===== src/rtl/aes_ctrl_pkg.sv =====
// Shared types and widths for the block-cipher control path.
package aes_ctrl_pkg;

    localparam int BLK_W  = 128;
    localparam int KEY_W  = 256;
    localparam int RND_W  = 4;
    localparam int WDOG_W = 8;

    typedef enum logic [2:0] {
        ST_IDLE,
        ST_LOAD,
        ST_WARM,
        ST_STEP,
        ST_ISSUE,
        ST_WAIT,
        ST_OUT
    } sched_state_t;

endpackage


===== src/rtl/aes_round_sched.sv =====
// Round scheduler: sequences the key unit and the external round datapath for one
// block at a time, with a per-round watchdog that aborts a stalled operation.
module aes_round_sched
    import aes_ctrl_pkg::*;
#(
    parameter int NUM_ROUNDS = 8,
    parameter int TIMEOUT    = 64
) (
    input  logic             clk,
    input  logic             reset_n,
    input  logic             req_valid,
    output logic             req_ready,
    input  logic [KEY_W-1:0] req_key,
    input  logic [BLK_W-1:0] req_block,
    input  logic             req_encdec,
    output logic             res_valid,
    input  logic             res_ready,
    output logic [BLK_W-1:0] res_block,
    output logic             res_err,
    output logic [KEY_W-1:0] ks_key,
    output logic             ks_next,
    output logic             ks_encdec,
    output logic [RND_W-1:0] ks_round,
    input  logic [BLK_W-1:0] ks_round_key,
    output logic             rd_start,
    output logic [BLK_W-1:0] rd_state,
    output logic [BLK_W-1:0] rd_key,
    output logic             rd_last,
    input  logic             rd_done,
    input  logic [BLK_W-1:0] rd_result,
    output logic             busy
);

    localparam logic [RND_W-1:0]  LAST_RND  = RND_W'(NUM_ROUNDS);
    localparam logic [WDOG_W-1:0] WDOG_LAST = WDOG_W'(TIMEOUT - 1);

    sched_state_t      fsm_reg, fsm_next;
    logic [KEY_W-1:0]  key_reg, key_next;
    logic [BLK_W-1:0]  block_reg, block_next;
    logic              encdec_reg, encdec_next;
    logic [RND_W-1:0]  rnd_reg, rnd_next;
    logic [RND_W-1:0]  ks_round_reg, ks_round_next;
    logic [BLK_W-1:0]  data_reg, data_next;
    logic [BLK_W-1:0]  rk_reg, rk_next;
    logic              err_reg, err_next;
    logic [WDOG_W-1:0] wdog_reg, wdog_next;

    always_ff @(posedge clk or negedge reset_n) begin
        if (!reset_n) begin
            fsm_reg      <= ST_IDLE;
            key_reg      <= '0;
            block_reg    <= '0;
            encdec_reg   <= 1'b0;
            rnd_reg      <= '0;
            ks_round_reg <= '0;
            data_reg     <= '0;
            rk_reg       <= '0;
            err_reg      <= 1'b0;
            wdog_reg     <= '0;
        end else begin
            fsm_reg      <= fsm_next;
            key_reg      <= key_next;
            block_reg    <= block_next;
            encdec_reg   <= encdec_next;
            rnd_reg      <= rnd_next;
            ks_round_reg <= ks_round_next;
            data_reg     <= data_next;
            rk_reg       <= rk_next;
            err_reg      <= err_next;
            wdog_reg     <= wdog_next;
        end
    end

    always_comb begin
        fsm_next      = fsm_reg;
        key_next      = key_reg;
        block_next    = block_reg;
        encdec_next   = encdec_reg;
        rnd_next      = rnd_reg;
        ks_round_next = ks_round_reg;
        data_next     = data_reg;
        rk_next       = rk_reg;
        err_next      = err_reg;
        wdog_next     = wdog_reg;
        case (fsm_reg)
            ST_IDLE: begin
                if (req_valid) begin
                    key_next      = req_key;
                    block_next    = req_block;
                    encdec_next   = req_encdec;
                    ks_round_next = '0;
                    fsm_next      = ST_LOAD;
                end
            end
            ST_LOAD: fsm_next = ST_WARM;
            ST_WARM: begin
                data_next     = block_reg ^ ks_round_key;
                rnd_next      = RND_W'(1);
                ks_round_next = RND_W'(1);
                fsm_next      = ST_STEP;
            end
            ST_STEP: begin
                rk_next  = ks_round_key;
                fsm_next = ST_ISSUE;
            end
            ST_ISSUE: begin
                wdog_next = '0;
                fsm_next  = ST_WAIT;
            end
            ST_WAIT: begin
                // A completion on the last permitted cycle still counts as success.
                if (rd_done) begin
                    data_next = rd_result;
                    if (rnd_reg == LAST_RND) begin
                        fsm_next = ST_OUT;
                    end else begin
                        rnd_next      = rnd_reg + RND_W'(1);
                        ks_round_next = rnd_reg + RND_W'(1);
                        fsm_next      = ST_STEP;
                    end
                end else if (wdog_reg == WDOG_LAST) begin
                    err_next  = 1'b1;
                    data_next = '0;
                    fsm_next  = ST_OUT;
                end else begin
                    wdog_next = wdog_reg + WDOG_W'(1);
                end
            end
            ST_OUT: begin
                if (res_ready) begin
                    err_next = 1'b0;
                    fsm_next = ST_IDLE;
                end
            end
            default: fsm_next = ST_IDLE;
        endcase
    end

    assign req_ready = (fsm_reg == ST_IDLE);
    assign busy      = (fsm_reg != ST_IDLE);
    assign ks_next   = (fsm_reg == ST_LOAD);
    assign ks_key    = key_reg;
    assign ks_encdec = encdec_reg;
    assign ks_round  = ks_round_reg;
    assign rd_start  = (fsm_reg == ST_ISSUE);
    assign rd_last   = (fsm_reg == ST_ISSUE) && (rnd_reg == LAST_RND);
    assign rd_state  = data_reg;
    assign rd_key    = rk_reg;
    assign res_valid = (fsm_reg == ST_OUT);
    assign res_block = data_reg;
    assign res_err   = err_reg;

endmodule


===== config.mk =====
export PLATFORM = sky130hd
export DESIGN_NAME = aes_round_sched
export DESIGN_NICKNAME = d
export VERILOG_FILES = /design/src/rtl/aes_ctrl_pkg.sv /design/src/rtl/aes_round_sched.sv
export SDC_FILE = /design/constraint.sdc
export NUM_CORES = 1
export LEC_CHECK = 0
export ABC_AREA = 1
export ABC_CLOCK_PERIOD_IN_PS = 4700
export CAP_MARGIN = 20
export CORE_AREA = 10 10 493 495
export CTS_CLUSTER_DIAMETER = 150
export DETAILED_ROUTE_END_ITERATION = 16
export DIE_AREA = 0 0 503 505
export GPL_TIMING_DRIVEN = 0
export SKIP_LAST_GASP = 1
export SLEW_MARGIN = 25
export SYNTH_ARGS = -nofsm -noshare
export SYNTH_HDL_FRONTEND = slang
export SYNTH_SLANG_ARGS = --single-unit

===== constraint.sdc =====
create_clock -name clk -period 4.7 [get_ports clk]
set_input_delay 0.47 -clock clk [delete_from_list [all_inputs] [get_ports clk]]
set_output_delay 0.47 -clock clk [all_outputs]
set_load 0.02 [all_outputs]

==> qor.csv <==
metric,value,unit
outcome,completed,
p_leak,21.80,nW
hold_class,primary input to async pin,
firstDrtPassIters,5,
ir_drop,0.3587,mV
insertion_delay,720,ps
yosysTopAreaCell,dfrtp_1,
crit_arrival,2460,ps
clkSlewWorstSetupHoldPaths,60,ps
avgSynthCellArea,9.142,µm²
die_w,503,µm
synthCells,3171,
finalWirelength,202300,µm
cts_made_buffers,86,
post_drt_wl_per_cell,26.27,µm
tns,0,ps
setup_viol,0,
yosys_warnings,0,
grt_remaining_overflow,0,
syn2layout_area_growth,69.45,%
boundaryPins,1298,
clk_path_buf_depth,3,
critical_path.max_stage_delay,960,ps
grt_first_pass_wirelength,265900,µm
rsz0062_at_grt,false,
fin_ws,1766,ps
powerDensity,747.0,nW/µm²
skew,31.16,ps
grt_pass1_vias,29410,
tightest_slew,911.6,ps
core-area,232300,µm²
place_area,46040,µm²
netlist_area,28990,µm²
cp_slowest_cell,clkdlybuf4s50_1,
synth-seq-area-share,57.06,%
start_util,12.48,%
routed_via_density,3.666,
hold_buffers,1,
period_share,62.42,%
syn_nets,3820,
clockRootBuffer,clkbuf_16,
hpwl,172700,µm
crit_required,4230,ps
max_freq,340.9,MHz
crit_buf_inv,2,
synth.top_cell.area_share,57.06,%
final_cell_mix,"1467 x nand2_1, 1293 x clkdlybuf4s50_1, 661 x dfrtp_1",
cts_setup_buffers,0,
largest_reg_flops,256,
crit_type,flip-flop to output port,
ant_nets,0,
cts.repair.resized,0,
row_count,177,
synth.distinct_cells,26,
nets,5216,
critPathLaunchType,flip-flop,
cts_tree,built,
crit_path_end_kind,output port,
dieHeight,505,µm
clock_sinks,661,
slew_violations,0,
ys_seq_elements,661,
maxSlewHeadroom,39.22,%
min_period,2934,ps
antenna_found_initial,69,
htree_num_levels,3,
mostFrequentLayoutCell,nand2_1,
port_buffers,1297,
place_ws,1592,ps
hold_violations,0,
grt_max_degree,87,
gp_congestion,0.9428,
cp_cell_sequence,buf_4 > clkdlybuf4s50_1,
dieArea,254000,µm²
final_util,21.14,%
synth_area_leaders,"dfrtp_1 57%, nand2_1 19%, mux2_2 5.0%",
fin_area,49120,µm²
critPathLaunch,rd_state[121]$_DFFE_PN0P_,
drive_above_1_share,12.40,%
r2r_start,fsm_reg[1]$_DFFE_PN0P_,
crit_fanout,3,
maxCapViolations,0,
cpLargestDelayFamily,buffers and inverters,
dr.first_iter.drc_count,1947,
drcViolationCount,0,
grtUsageTotal,15.22,%
vias,28230,
final timing paths:
check,endpoint,slack (ps),depth (start not counted)
setup / recovery,res_block[121],1770,2
hold / removal,rd_state[56]$_DFFE_PN0P_,230,2
setup reg to reg,rd_state[96]$_DFFE_PN0P_,1820,10
hold reg to reg,ks_key[104]$_DFFE_PN0P_,470,2
max in group asynchronous,ks_key[172]$_DFFE_PN0P_,2600,6
min in group clk,ks_key[34]$_DFFE_PN0P_,290,3
synthesized netlist by cell type:
master / instances
a21oi_1: 2
inv_2: 3
nand3_1: 274
nor2_1: 16
nand3_2: 1
inv_1: 21
o21ai_1: 3
nand4_1: 2
xor2_1: 1
buf_1: 3
o21ai_0: 136
nor2_2: 1
xnor2_1: 128
clkbuf_1: 30
ha_1: 3
a21o_1: 1
nor3_1: 2
nor2_4: 2
nand2_1: 1467
dfrtp_1: 661
nand2_2: 4
o21bai_1: 2
buf_6: 15
mux2_2: 128
buf_2: 114
buf_4: 151
stage by stage:
stage          hold slack, ps  std cells  power, mW
6_report                233.6       7700      36.69
5_1_grt                 186.1       7691      38.89
4_1_cts                 129.4       7679      37.48
3_5_place_dp            377.5       7521      30.08
3_3_place_gp            453.7       7511      29.97
2_1_floorplan           174.4       3171      18.91
report_power, final:
part / switching [mW] / internal, mW / leakage (nW) / total, mW
Clock: 2.86 / 4.27 / 1.47 / 7.12
Combinational: 10.9 / 8.02 / 12.2 / 18.9
Sequential: 2.29 / 8.40 / 8.17 / 10.7
final cells by class:
cell class,count,area (µm²)
Clock buffer,125,2531
Fill cell,25460,183200
Multi-Input combinational cell,2173,10360
Sequential cell,661,16540
Antenna cell,21,52.55
Timing Repair Buffer,1308,13250
Buffer,313,2001
Tap cell,3043,3807
Inverter,24,90.09
Clock inverter,32,488.0
cell families after synthesis:
group / share of synthesized area (%)
AND/OR/NAND/NOR: 24.23
AO/OA/AOI/OAI: 2.512
multiplexers: 4.972
adder cells (fa/ha/maj): 0.1295
buffers and inverters: 7.199
XOR/XNOR: 3.897
flip-flops: 57.06
layer usage:
layer  up-vias  track usage (%)  wire (µm)  part of all wire (%)
li1      12780                -          -                     -
met1     13770            16.26      74060                    37
met2      1381            27.26     100800                    50
met3       287            5.947      19920                   9.8
met4        16            4.963       7412                   3.7
met5         -                0         98                 0.048
Power figures use the tool's default switching activity.
